===== src/rtl/tape_player_pkg.sv =====
// Shared types and defaults for the tape player.
//   state_t      : sequencer states
//   cell_t       : value carried by one bit cell
//   half_ticks() : half-period length, in ce ticks, for a cell value
package tape_player_pkg;

  localparam int unsigned DEF_AW   = 14;
  localparam int unsigned DEF_ZH   = 4;
  localparam int unsigned DEF_OH   = 8;
  localparam int unsigned DEF_LEAD = 16;

  typedef enum logic [2:0] {
    S_IDLE,
    S_LEADER,
    S_SYNC,
    S_FETCH,
    S_LOAD,
    S_BITH,
    S_BITL,
    S_FIN
  } state_t;

  typedef enum logic {
    CELL_ZERO = 1'b0,
    CELL_ONE  = 1'b1
  } cell_t;

  function automatic int unsigned half_ticks(input logic b, input int unsigned zh,
                                             input int unsigned oh);
    return b ? oh : zh;
  endfunction

endpackage


===== src/rtl/tape_player_cell.sv =====
// One pulse-width bit cell: ear high for H ce ticks, then low for H ticks.
//   clock, reset : clock and async active-high reset
//   ce           : timing tick
//   go           : start a new cell (ear rises on this edge, ticks count from next ce)
//   abort        : drop the cell immediately
//   bit_val      : cell value, sampled with go
//   ear          : registered tape level
//   half_done_c  : last tick of the high half is on this edge
//   cell_done_c  : last tick of the low half is on this edge
module tape_cell
  import tape_player_pkg::*;
#(
  parameter int unsigned ZH = DEF_ZH,
  parameter int unsigned OH = DEF_OH
) (
  input  logic clock,
  input  logic reset,
  input  logic ce,
  input  logic go,
  input  logic abort,
  input  logic bit_val,
  output logic ear,
  output logic half_done_c,
  output logic cell_done_c
);

  localparam int unsigned HMAX = (OH > ZH) ? OH : ZH;
  localparam int unsigned CW   = $clog2(HMAX + 1);

  logic          active_q, active_d;
  logic          low_q, low_d;
  cell_t         bit_q, bit_d;
  logic [CW-1:0] cnt_q, cnt_d;
  logic          ear_q, ear_d;
  logic          last_tick;

  assign last_tick   = active_q & ce & (cnt_q == CW'(1));
  assign half_done_c = last_tick & ~low_q;
  assign cell_done_c = last_tick & low_q;
  assign ear         = ear_q;

  // A new go wins over the tick on the same edge, so the entry edge is never counted.
  always_comb begin
    active_d = active_q;
    low_d    = low_q;
    bit_d    = bit_q;
    cnt_d    = cnt_q;
    ear_d    = ear_q;
    if (abort) begin
      active_d = 1'b0;
      low_d    = 1'b0;
      cnt_d    = '0;
      ear_d    = 1'b0;
    end else if (go) begin
      active_d = 1'b1;
      low_d    = 1'b0;
      bit_d    = cell_t'(bit_val);
      cnt_d    = CW'(half_ticks(bit_val, ZH, OH));
      ear_d    = 1'b1;
    end else if (active_q && ce) begin
      if (cnt_q == CW'(1)) begin
        if (!low_q) begin
          low_d = 1'b1;
          cnt_d = CW'(half_ticks(bit_q, ZH, OH));
          ear_d = 1'b0;
        end else begin
          active_d = 1'b0;
          low_d    = 1'b0;
          cnt_d    = '0;
          ear_d    = 1'b0;
        end
      end else begin
        cnt_d = cnt_q - CW'(1);
      end
    end
  end

  always_ff @(posedge clock or posedge reset) begin
    if (reset) begin
      active_q <= 1'b0;
      low_q    <= 1'b0;
      bit_q    <= CELL_ZERO;
      cnt_q    <= '0;
      ear_q    <= 1'b0;
    end else begin
      active_q <= active_d;
      low_q    <= low_d;
      bit_q    <= bit_d;
      cnt_q    <= cnt_d;
      ear_q    <= ear_d;
    end
  end

endmodule


===== src/rtl/tape_player.sv =====
// Walks a byte range of the tape ROM and emits it as a pulse-width EAR signal:
// LEAD '0' cells, one '1' sync cell, then each byte MSB first.
//   clock, reset : clock and async active-high reset
//   ce           : timing tick
//   play / stop  : start / abort strobes
//   start, len   : first ROM address and byte count, sampled on accepted play
//   romCe, romA  : ROM read enable and address; romDo returns the clock after
//   ear          : tape level
//   busy / done  : activity flag / completion pulse
module tape_player
  import tape_player_pkg::*;
#(
  parameter int unsigned AW   = DEF_AW,
  parameter int unsigned ZH   = DEF_ZH,
  parameter int unsigned OH   = DEF_OH,
  parameter int unsigned LEAD = DEF_LEAD
) (
  input  logic          clock,
  input  logic          reset,
  input  logic          ce,
  input  logic          play,
  input  logic          stop,
  input  logic [AW-1:0] start,
  input  logic [AW-1:0] len,
  output logic          romCe,
  output logic [AW-1:0] romA,
  input  logic [7:0]    romDo,
  output logic          ear,
  output logic          busy,
  output logic          done
);

  localparam int unsigned LW = $clog2(LEAD + 1);

  state_t        state_q, state_d;
  logic [AW-1:0] addr_q, addr_d;
  logic [AW-1:0] rem_q, rem_d;
  logic [LW-1:0] lead_q, lead_d;
  logic [7:0]    shift_q, shift_d;
  logic [2:0]    idx_q, idx_d;
  logic          romce_q, romce_d;
  logic [AW-1:0] roma_q, roma_d;
  logic          busy_q, busy_d;
  logic          done_q, done_d;

  logic          go;
  logic          go_bit;
  logic          half_done_c;
  logic          cell_done_c;

  tape_cell #(
    .ZH(ZH),
    .OH(OH)
  ) u_cell (
    .clock      (clock),
    .reset      (reset),
    .ce         (ce),
    .go         (go),
    .abort      (stop),
    .bit_val    (go_bit),
    .ear        (ear),
    .half_done_c(half_done_c),
    .cell_done_c(cell_done_c)
  );

  // Sequencer: go is raised on the edge a cell state is (re)entered.
  always_comb begin
    state_d = state_q;
    addr_d  = addr_q;
    rem_d   = rem_q;
    lead_d  = lead_q;
    shift_d = shift_q;
    idx_d   = idx_q;
    go      = 1'b0;
    go_bit  = 1'b0;
    if (stop) begin
      state_d = S_IDLE;
    end else begin
      case (state_q)
        S_IDLE: begin
          if (play) begin
            addr_d  = start;
            rem_d   = len;
            lead_d  = LW'(LEAD);
            go      = 1'b1;
            state_d = S_LEADER;
          end
        end
        S_LEADER: begin
          if (cell_done_c) begin
            go = 1'b1;
            if (lead_q == LW'(1)) begin
              go_bit  = 1'b1;
              state_d = S_SYNC;
            end else begin
              lead_d = lead_q - LW'(1);
            end
          end
        end
        S_SYNC: begin
          if (cell_done_c) state_d = (rem_q != '0) ? S_FETCH : S_FIN;
        end
        S_FETCH: state_d = S_LOAD;
        S_LOAD: begin
          shift_d = romDo;
          idx_d   = 3'd7;
          addr_d  = addr_q + AW'(1);
          rem_d   = rem_q - AW'(1);
          go      = 1'b1;
          go_bit  = romDo[7];
          state_d = S_BITH;
        end
        S_BITH: begin
          if (half_done_c) state_d = S_BITL;
        end
        S_BITL: begin
          if (cell_done_c) begin
            if (idx_q == 3'd0) begin
              state_d = (rem_q != '0) ? S_FETCH : S_FIN;
            end else begin
              idx_d   = idx_q - 3'd1;
              go      = 1'b1;
              go_bit  = shift_q[idx_d];
              state_d = S_BITH;
            end
          end
        end
        S_FIN:   state_d = S_IDLE;
        default: state_d = S_IDLE;
      endcase
    end
  end

  // Registered outputs decoded from the next state; romA holds between reads.
  always_comb begin
    romce_d = (state_d == S_FETCH);
    roma_d  = (state_d == S_FETCH) ? addr_q : roma_q;
    busy_d  = (state_d != S_IDLE) && (state_d != S_FIN);
    done_d  = (state_d == S_FIN);
  end

  always_ff @(posedge clock or posedge reset) begin
    if (reset) begin
      state_q <= S_IDLE;
      addr_q  <= '0;
      rem_q   <= '0;
      lead_q  <= '0;
      shift_q <= '0;
      idx_q   <= '0;
      romce_q <= 1'b0;
      roma_q  <= '0;
      busy_q  <= 1'b0;
      done_q  <= 1'b0;
    end else begin
      state_q <= state_d;
      addr_q  <= addr_d;
      rem_q   <= rem_d;
      lead_q  <= lead_d;
      shift_q <= shift_d;
      idx_q   <= idx_d;
      romce_q <= romce_d;
      roma_q  <= roma_d;
      busy_q  <= busy_d;
      done_q  <= done_d;
    end
  end

  assign romCe = romce_q;
  assign romA  = roma_q;
  assign busy  = busy_q;
  assign done  = done_q;

endmodule


===== config.mk =====
export PLATFORM = sky130hd
export DESIGN_NAME = tape_player
export DESIGN_NICKNAME = d
export VERILOG_FILES = /design/src/rtl/tape_player_pkg.sv /design/src/rtl/tape_player_cell.sv /design/src/rtl/tape_player.sv
export SDC_FILE = /design/constraint.sdc
export NUM_CORES = 1
export LEC_CHECK = 0
export CORE_ASPECT_RATIO = 0.75
export CORE_MARGIN = 1.5
export CORE_UTILIZATION = 60
export CTS_BUF_LIST = sky130_fd_sc_hd__clkbuf_4 sky130_fd_sc_hd__clkbuf_8
export DETAILED_ROUTE_END_ITERATION = 12
export HOLD_SLACK_MARGIN = 0.12
export PLACE_DENSITY = 0.83
export RECOVER_POWER = 100
export SKIP_CTS_REPAIR_TIMING = 1
export SYNTH_ARGS = -nofsm -noshare
export SYNTH_HDL_FRONTEND = slang
export SYNTH_SLANG_ARGS = --single-unit

===== constraint.sdc =====
create_clock -name clock -period 3.8 [get_ports clock]
set_input_delay 0.76 -clock clock [delete_from_list [all_inputs] [get_ports clock]]
set_output_delay 0.76 -clock clock [all_outputs]
set_load 0.01 [all_outputs]

# Yosys cells after proc, flatten, opt, wreduce, memory -nomap -nowiden
# Cells that the tools add are included.
[classes] addsub=5 n_reduce_logical=19 magnitude_cmp=1 n_eq_ne=17 n_mux=56 n_bitwise=6
[ops] op="one-hot mux 14 bit (2 select lines)" n=2
[ops] op="2-to-1 mux 3 bit" n=11
[ops] op="2-to-1 mux 14 bit" n=2
[ops] op="2-to-1 mux 4 bit" n=7
[ops] op="2-to-1 mux 1 bit" n=25
[ops] op="one-hot mux 3 bit (8 select lines)" n=1
[ops] op="== test 3 bit, second input constant" n=5
[ops] op="2-to-1 mux 5 bit" n=3
[ops] op="adder 14 x 1 -> 14 bit, second input constant" n=1
[ops] op="nonzero test 14 bit" n=1
[ops] op="subtractor 14 x 1 -> 14 bit, second input constant" n=1
[ops] op="nonzero test 3 bit" n=4
[ops] op="inequality test 2 bit, second input constant" n=5
[ops] op="one-hot mux 5 bit (2 select lines)" n=1
[ops] op="== test 3 x 2 -> 1 bit, second input constant" n=3
[ops] op="zero test 3 bit" n=2
[ops] op="one-hot mux 3 bit (2 select lines)" n=1
[ops] op="AND reduction 2 bit" n=3
[ops] op="AND reduction 3 bit" n=2
[ops] op="nonzero test 2 bit" n=3
[ops] op="== test 5 x 1 -> 1 bit, second input constant" n=1
[ops] op="AND reduction 5 bit" n=1
[ops] op="subtractor 5 x 1 -> 5 bit, second input constant" n=1
[ops] op="AND 1 bit" n=4
[ops] op="12 further kinds" n=14
[word_totals] out_inout_bits=18 in_bits=41 word_cells=119 regBits=72

# Logic depth before layout (Yosys ltp)
# Gate-level depths: netlist (run 1).
[logic_depth] depth_word=10 ltp_mapped=10 depth_no_buf=8

# Hierarchy
# From an unflattened synthesis (run 1), not the netlist that was laid out.
[hier_totals] cells_unflattened=425 area_unflattened_um2=4095.2
[modules_own_cells] module="tape_player" seq_area_each_um2=1601.5 area_per_inst_um2=3602.2 cells_each=373 instances=1
[modules_own_cells] module="tape_cell" seq_area_each_um2=200.2 area_per_inst_um2=493.0 cells_each=52 instances=1

# Least setup slack after synthesis (run 1)
# OpenSTA, ideal clock, no wires.
[synth_timing] path_kind="input to register" from="input stop" to="register roma_q[0] (netlist: romA[0])" setup_slack_ns=1.252 cell_stages=8 n_path_buf=3 required_time_ns=3.675 arrival_ns=2.423 setup_time_ns=0.125 path_cell_list="buf_2 -> or3b_1 -> a31oi_1 -> nor2_2 -> or3b_1 -> buf_6 -> buf_8 -> mux2_4"
[synth_between] elab_chain_len=2
[synth_lines] element="start: declaration" line="tape_player.sv:22" text="input logic stop,"
[synth_lines] element="2-to-1 mux 3 bit" line="tape_player.sv:76" text="if (stop) begin"
[synth_lines] element="== test 3 x 2 -> 1 bit" line="tape_player.sv:137" text="roma_d = (state_d == S_FETCH) ? addr_q : roma_q;"
[synth_lines] element="end signal: assignment" line="tape_player.sv:162" text="roma_q <= roma_d;"
[synth_lines] element="end: declaration" line="tape_player.sv:42" text="logic [AW-1:0] roma_q, roma_d;"
# Every way passes these cells.
# A chain may end at the register's enable or synchronous reset.

# Worst setup path after layout (run 1)
[layout_timing] from="input stop" to="register rem_q[8]"
[layout_between] elab_chain_len=2
[layout_lines] element="NOT 1 bit (no source line)"
[layout_lines] element="AND reduction 3 bit (no source line)"
[layout_lines] element="end signal: assignment" line="tape_player.sv:157" text="rem_q <= rem_d;"
[layout_lines] element="end: declaration" line="tape_player.sv:37" text="logic [AW-1:0] rem_q, rem_d;"
# Every way passes these cells.

==> results.md, run 1 <==
- Run status: finished clean
- RePlAce Congestion: 0.862
- Global routing usage summed across all routing layers: 0.283
- Distinct cells, synth: 60
- Clock buffer count from CTS: 9
- Reg-to-reg critical path startpoint: u_cell.cnt_q[1]
- Maximum number of pins on one net before global-route repair: 31
- DR pass1 iterations: 6
- Final setup fails: 0
- Slew headroom: 0.129
- Antenna violation net count after detailed routing: 0
- PwrDens: 419 nW/um2
- Min Clock Period, post-route: 3200 ps
- Detailed-route vias per instance: 6.29
- Number of remaining DRC errors: 0
- Net count reported at finish: 528
- Number of vias after detailed routing: 3547
- Global-route congestion overflow total: 0
- Type of the worst setup path: in -> reg
- Max-cap check violation count: 0
- Hold path start: romA[10]
- Most frequent cells in the layout: dfrtp_1 (72), a21oi_1 (44), nor2_1 (43)
- Clock tree root buffer cell: clkbuf_8
- Average wire length per cell after detail routing: 17.1 um
- Clock transition at the register clock pins on the worst setup and hold paths after CTS: 70 ps
- Post-DP HPWL: 6560 um
- Number of storage elements in the synthesis netlist: 72
- Maximum VDD drop: 0.000294 V
- Port-buffer cells: 58
- Unrepaired setup endpoints after global routing: no
- Net count after synthesis: 473
- Routed WL: 9630 um
- I/O pin count: 59
- Die Outline Area: 7130 um2
- Die X-Extent: 97 um
- Clk Latency, worst-skew pair: 360 ps
- Max Clock Freq: 0.312 GHz
- Data required time at the worst endpoint: 3990 ps
- Worst-Margin Slew: 1310 ps
- Portion of the post-synthesis area used by sequential elements: 0.453
- Global-route wire length before repair: 15800 um
- Total count of max-transition violations in the final report: 0
- Setup clock skew after layout: 8.67 ps
- Die H: 73.5 um
- First-iteration detailed-routing DRC count: 377
- Clock tree from TritonCTS: built
- Via count of the first global-routing pass: 3331
- Antenna violations before repair: 0
- Hold Path End: romA[10]
- Count of yosys warnings during synthesis: 0
- Starting density of the core: 0.626
- Worst min path class: reg -> reg
- Count of cells along the worst hold path: 1
- Capture point of the worst reg-to-reg path: romA[12]
- Arrival time worst endpoint: 3400 ps
- Commonest non-fill, non-tap cell in the layout: dfrtp_1
- Core area: 6350 um2
- Count of cells along the worst register-to-register path: 7
- Crit-path max FO: 30
- Number of standard cells after synthesis: 423
- Sum of negative setup slack: 0 ps
- Number of core rows: 25
- Critical Path Sink Type: register
- Worst reg2reg setup slack: 970 ps
- Layout overhead on the synthesized area: 19.1%
- Number of enable flip-flop cells after synthesis: 0
- Netlist Area Pre-Place: 3980 um2
- Final hold violation count: 0
- Leakage power figure: 2.03 nW
- Share of final-layout standard cells stronger than drive strength 1: 0.0704
- Top FF cell, synth: dfrtp_1
- Final hold slack: 489 ps
- Avg Synthesized Cell Area: 9.40 um2
- Clock Sinks: 72
- Ant diodes: 0
- Nature of the critical path startpoint: input port
- Maximum root-to-sink buffer count: 2
- Tcrit/Tclk final: 0.843
- Level count of the clock H-tree: 3
- Ys async rst share: 1.00
[how the worst max path moves through the flow]
| stage | from | end | slack [ps] | cells after the start |
|---|---|---|---|---|
| after detailed placement | ce | romA[12] | 390 | 6 |
| after global routing | stop | rem_q[8] | 370 | 7 |
| after CTS | ce | romA[12] | 740 | 6 |
| final | stop | rem_q[8] | 600 | 7 |
| after global placement | ce | romA[12] | 570 | 6 |
| after floorplan | reset | addr_q[0] | 1220 | 1 |
[area by class of cell]
type	instances	area [um2]
multi-input combinational	313	1950
fill	482	1610
timing repair buffer	65	614
tap	81	101
sequential	72	1800
clock inverter	4	53.8
inverter	17	63.8
clock buffer	12	153
[where the power goes]
| group | total [mW] | internal, mW | switching, mW |
|---|---|---|---|
| logic | 0.357 | 0.174 | 0.183 |
| clock network | 0.628 | 0.337 | 0.291 |
| registers | 1.00 | 0.873 | 0.128 |
| total | 1.99 | 1.38 | 0.603 |
[critical path, cell delays in order]
cell           delay [ps]
dlygate4sd3_1         580
clkbuf_1              330
nor4_2                290
clkbuf_1              970
o21ai_0               250
nand2_1               120
o21ai_0                90
[sequential cells by signal, summed over array words and instances (netlist names)]
signal	cells
busy	1
romCe	1
u_cell.cnt_q	4
idx_q	3
u_cell.active_q	1
state_q	3
shift_q	8
lead_q	5
u_cell.ear	1
done	1
romA	14
u_cell.low_q	1
addr_q	14
rem_q	14
u_cell.bit_q	1
[synthesized netlist by cell type (6+ instances only)]
library cell  count  area [um2]
o22ai_1           6        37.5
mux2_2            8        90.1
nand2_1          37         139
nor2_1           42         158
a31oi_1           6        37.5
a21oi_1          44         220
o21ai_0          33         165
clkbuf_1         16        60.1
mux2_4           10         150
inv_1            17        63.8
nand2b_1          9        56.3
nor3_1           16        80.1
nand3_1          18        90.1
ha_1              9         113
dfrtp_1          72        1800
[cells by family (layout without fill, tap and decap cells)]
family,Yosys count,after routing,synth area share
compound gates,125,125,0.190
xor+xnor,2,2,0.00441
fa+ha+maj,9,9,0.0283
buf+inv,38,98,0.0415
flops,72,72,0.453
mux,24,24,0.0831
simple gates,153,153,0.199
[routing by layer]
metal / up-vias / routed length, um / track usage
met5: - / 0 / 0
li1: 1642 / - / -
met2: 164 / 4470 / 0.449
met3: 16 / 683 / 0.0695
met4: 0 / 143 / 0.106
met1: 1725 / 4330 / 0.385
[per-stage QoR]
| stage | setup slack, ps | instances | area (um2) | utilization | total power [mW] |
|---|---|---|---|---|---|
| floorplan | 1220 | 423 | 3980 | - | 1.23 |
| global placement | 573 | 548 | 4620 | 0.727 | 1.34 |
| detailed placement | 387 | 548 | 4620 | 0.727 | 1.37 |
| CTS | 743 | 564 | 4820 | 0.759 | 1.99 |
| global route | 372 | 564 | 4740 | 0.746 | 2.08 |
| finish | 597 | 564 | 4740 | 0.746 | 1.99 |
No activity file was read; power rests on OpenSTA's default activity.
==> run 2: changes to the inputs <==
- CORE_UTILIZATION: 60 -> 56
- PLACE_DENSITY: 0.83 -> 0.78
- clock period: 3.8 -> 3 ns (I/O delays scaled with it)
==> results.md, run 2 (synthesis results as in run 1) <==
- Die Outline Area: 7620 um2
- Worst reg2reg setup slack: 460 ps
- Final hold violation count: 0
- I/O pin count: 59
- Global-route congestion overflow total: 0
- Die X-Extent: 100 um
- Register area: 1800 um2
- Commonest non-fill, non-tap cell in the layout: dfrtp_1
- Final setup fails: 0
- Clk Latency, worst-skew pair: 340 ps
- Level count of the clock H-tree: 3
- Worst-Margin Slew: 1750 ps
- Die H: 76.0 um
- Share of final-layout standard cells stronger than drive strength 1: 0.0823
- Nature of the critical path startpoint: input port
- Layout overhead on the synthesized area: 19.9%
- Critical path capture point: addr_q[0]
- Clock tree root buffer cell: clkbuf_8
- Number of core rows: 26
- Antenna violation net count after detailed routing: 0
- Multi-input gate area in the final layout: 1970 um2
- Min Clock Period, post-route: 2580 ps
- Most frequent cells in the layout: dfrtp_1 (72), a21oi_1 (44), nor2_1 (43)
- Cell area reported after detailed placement: 4650 um2
- RePlAce Congestion: 0.841
- Launching element of the worst setup path: stop
- Data required time at the worst endpoint: 3230 ps
- CP dominant cell by count: nand2_1
- Post-route cell area: 4770 um2
- Slew headroom: -0.167
- Starting density of the core: 0.582
- Setup clock skew after layout: 6.53 ps
- Arrival time worst endpoint: 2810 ps
- Maximum root-to-sink buffer count: 2
- Maximum VDD drop: 0.000309 V
- Run status: finished with violations
- Critical Path Sink Type: register
- Clock transition at the register clock pins on the worst setup and hold paths after CTS: 80 ps
- Max-cap check violation count: 1
- Clock tree from TritonCTS: built
- Number of vias after detailed routing: 3408
- Clock buffer count from CTS: 9
- DR pass1 iterations: 5
- Worst min path class: reg -> reg
- Average wire length per cell after detail routing: 15.5 um
- Detailed-route vias per instance: 5.98
- Total count of max-transition violations in the final report: 73
- Tcrit/Tclk final: 0.861
- Core area: 6830 um2
- Max Clock Freq: 0.387 GHz
- Clock Sinks: 72
- Violated checks: capacitance limit, slew limit
- First-iteration detailed-routing DRC count: 183
- Antenna violations before repair: 0
- Final hold slack: 489 ps
- Capture point of the worst reg-to-reg path: romA[6]
- Post-DP HPWL: 6210 um
- Global routing usage summed across all routing layers: 0.246
- Net count reported at finish: 531
- Reg-to-reg critical path startpoint: u_cell.cnt_q[1]
- Post-layout instance count excluding filler cells: 570
- Ant diodes: 0
- Cells along the critical path: dlygate4sd3_1 > buf_4 > nor2_1 > nand2_1 > clkbuf_1 > nor3_1 > a21oi_1 > nand2_1
- Leakage power figure: 2.05 nW
- Maximum number of pins on one net before global-route repair: 73
- Sum of negative setup slack: 0 ps
- PwrDens: 517 nW/um2
- Count of cells along the worst register-to-register path: 8
- Crit-path max FO: 28
- Via count of the first global-routing pass: 3180
- Filler Cells Inserted: 557
- Type of the worst setup path: in -> reg
- Global-route wire length before repair: 15000 um
- Unrepaired setup endpoints after global routing: no
- Number of remaining DRC errors: 0
- Cell with the largest stage delay on the worst path: clkbuf_1
- Port-buffer cells: 58
- Dpl cells: 554
- Max stage delay on crit path: 810 ps
- Routed WL: 8830 um
[run 2: cell count changes in the layout (fill, tap and decap cells not counted), sizes merged]
cell           before  now
dlygate4sd3        21   20
buf                 2    4
clkinv              1    5
clkinvlp            2    0
clkdlybuf4s50      37   38
inv                17   16
[run 2: worst min path at each step]
stage / start / end / slack [ps] / cells past startpoint
5_1_grt: romA[2] / romA[2] / 500 / 1
6_report: romA[12] / romA[12] / 490 / 1
2_1_floorplan: idx_q[0] / idx_q[0] / 460 / 1
4_1_cts: romA[12] / romA[12] / 500 / 1
3_3_place_gp: romA[12] / romA[12] / 470 / 1
3_5_place_dp: romA[12] / romA[12] / 480 / 1
[run 2: routing by layer]
metal / part of all wire / vias to the layer above / track usage
met2: 0.45 / 115 / 0.358
met5: 0 / - / 0
met3: 0.054 / 15 / 0.0550
li1: - / 1646 / -
met4: 0.014 / 0 / 0.0803
met1: 0.48 / 1632 / 0.365
[run 2: final cells by class]
class / count / share of cell area
Sequential cell: 72 / 0.378
Timing Repair Buffer: 68 / 0.133
Tap cell: 84 / 0.0220
Clock inverter: 5 / 0.0121
Multi-Input combinational cell: 313 / 0.412
Clock buffer: 11 / 0.0291
Inverter: 17 / 0.0134
[run 2: per-stage QoR]
stage,setup WS [ps],util,total power [mW]
after CTS,460,0.710,2.49
after floorplan,575,-,1.56
after detailed placement,117,0.681,1.73
final,416,0.698,2.47
after global routing,188,0.698,2.61
after global placement,177,0.681,1.70
[run 2: worst max-delay path: cells and delay by family]
| kind | cells | cell delay [ps] |
|---|---|---|
| AOI/OAI and AO/OA | 1 | 180 |
| buffers and inverters | 3 | 1660 |
| and+or+nand+nor | 4 | 360 |
[run 2: power breakdown]
part	leakage [nW]	switching (mW)	internal (mW)
clock	0.104	0.357	0.403
sequential	0.904	0.153	1.11
combinational	1.05	0.226	0.222
total	2.05	0.736	1.73
==> run 3: changes to the inputs <==
- MAX_ROUTING_LAYER: unset -> met4
==> results.md, run 3 (synthesis results as in run 1) <==
- Via count of the first global-routing pass: 3170
- Routed WL: 8840 um
- Filler Cells Inserted: 558
- Final setup fails: 0
- Maximum root-to-sink buffer count: 2
- Core utilization of the finished layout: 0.699
- Max-cap check violation count: 1
- Die X-Extent: 100 um
- CP Buf/Inv Count: 3
- Clk Latency, worst-skew pair: 350 ps
- Sum of negative setup slack: 0 ps
- DR pass1 iterations: 5
- Starting density of the core: 0.582
- Reg-to-reg critical path startpoint: u_cell.cnt_q[1]
- Unrepaired setup endpoints after global routing: no
- Number of core rows: 26
- Maximum number of pins on one net before global-route repair: 73
- Clock buffer count from CTS: 9
- Leakage power figure: 2.05 nW
- Layout overhead on the synthesized area: 20.1%
- PwrDens: 518 nW/um2
- Ant diodes: 0
- Worst min path class: reg -> reg
- Die Outline Area: 7620 um2
- Net count reported at finish: 531
- RePlAce Congestion: 0.854
- First-iteration detailed-routing DRC count: 190
- Average wire length per cell after detail routing: 15.5 um
- Antenna violations before repair: 0
- Clock Sinks: 72
- I/O pin count: 59
- Detailed-route vias per instance: 5.97
- Level count of the clock H-tree: 3
- Post-DP HPWL: 6210 um
- Global-route wire length before repair: 15000 um
- Family of cells with the greatest summed delay on the critical path: buffers and inverters
- Hold path start: romA[9]
- Run status: finished with violations
- Overall power of the completed layout: 2.47 mW
- Worst slack, placed: 117 ps
- Worst reg2reg setup slack: 460 ps
- Max Clock Freq: 0.387 GHz
- Worst path setup slack after routing: 416 ps
- Launching element of the worst setup path: stop
- Die H: 76.0 um
- Final hold violation count: 0
- Clock transition at the register clock pins on the worst setup and hold paths after CTS: 70 ps
- Slew headroom: -0.156
- Share of final-layout standard cells stronger than drive strength 1: 0.0844
- Maximum VDD drop: 0.000309 V
- Arrival time worst endpoint: 2820 ps
- Global-route congestion overflow total: 0
- Port-buffer cells: 58
- Clock tree root buffer cell: clkbuf_8
- Global routing usage summed across all routing layers: 0.254
- Cell with the largest stage delay on the worst path: clkbuf_1
- Core area: 6830 um2
- Antenna violation net count after detailed routing: 0
- Worst-Margin Slew: 1730 ps
- Commonest non-fill, non-tap cell in the layout: dfrtp_1
- Crit-path max FO: 28
- Final hold slack: 490 ps
- Max stage delay on crit path: 820 ps
- Min Clock Period, post-route: 2580 ps
- Total count of max-transition violations in the final report: 73
- Type of the worst setup path: in -> reg
- Tcrit/Tclk final: 0.861
- Critical Path Sink Type: register
- Data required time at the worst endpoint: 3230 ps
- Violated checks: capacitance limit, slew limit
- Nature of the critical path startpoint: input port
- Number of vias after detailed routing: 3402
- Clock tree from TritonCTS: built
- Cells along the critical path: dlygate4sd3_1 > buf_4 > nor2_1 > nand2_1 > clkbuf_1 > nor3_1 > a21oi_1 > nand2_1
- Number of remaining DRC errors: 0
- Most frequent cells in the layout: dfrtp_1 (72), a21oi_1 (44), nor2_1 (43)
- CP dominant cell by count: nand2_1
- Setup clock skew after layout: 8.73 ps
-- run 3: cell counts in the layout (fill, tap and decap cells not counted) --
Identical to the previous run, type by type.
-- run 3: stage by stage --
stage,cell area [um2],std cells
4_1_cts,4850,570
5_1_grt,4780,570
3_5_place_dp,4650,554
3_3_place_gp,4650,554
2_1_floorplan,3980,423
6_report,4780,570
-- run 3: per-layer routing --
metal  routed length (um)  GRT usage  up-vias
met1                 4290      0.369     1632
li1                     -          -     1648
met2                 3980      0.357      113
met3                  466     0.0550        9
met5                    0          -        -
met4                  106     0.0775        0
-- run 3: worst register-to-register path, stage by stage, from the launching register on --
cell,delay [ps]
dfrtp_1,420
inv_1,90
ha_1,260
nand2b_1,150
o41ai_1,310
o21ai_0,230
or3b_1,420
buf_4,210
mux2_1,340
-- run 3: cell type report --
class                           instances  area, um2  area share
Clock inverter                          5       57.6      0.0121
Timing Repair Buffer                   68        636       0.133
Sequential cell                        72       1800       0.377
Clock buffer                           11        139      0.0291
Tap cell                               84        105      0.0220
Multi-Input combinational cell        313       1970       0.413
Inverter                               17       63.8      0.0134
-- run 3: power breakdown --
part	internal, mW	switching [mW]
clock network	0.403	0.363
registers	1.11	0.153
logic	0.222	0.227
-- run 3: path summary, 6_finish.rpt --
check | endpoint | cells after the start
min in group asynchronous | u_cell.cnt_q[3] | 3
hold / removal | romA[9] | 1
max in group asynchronous | lead_q[2] | 3
setup reg to reg | romA[6] | 8
hold reg to reg | romA[9] | 1
setup / recovery | addr_q[0] | 8
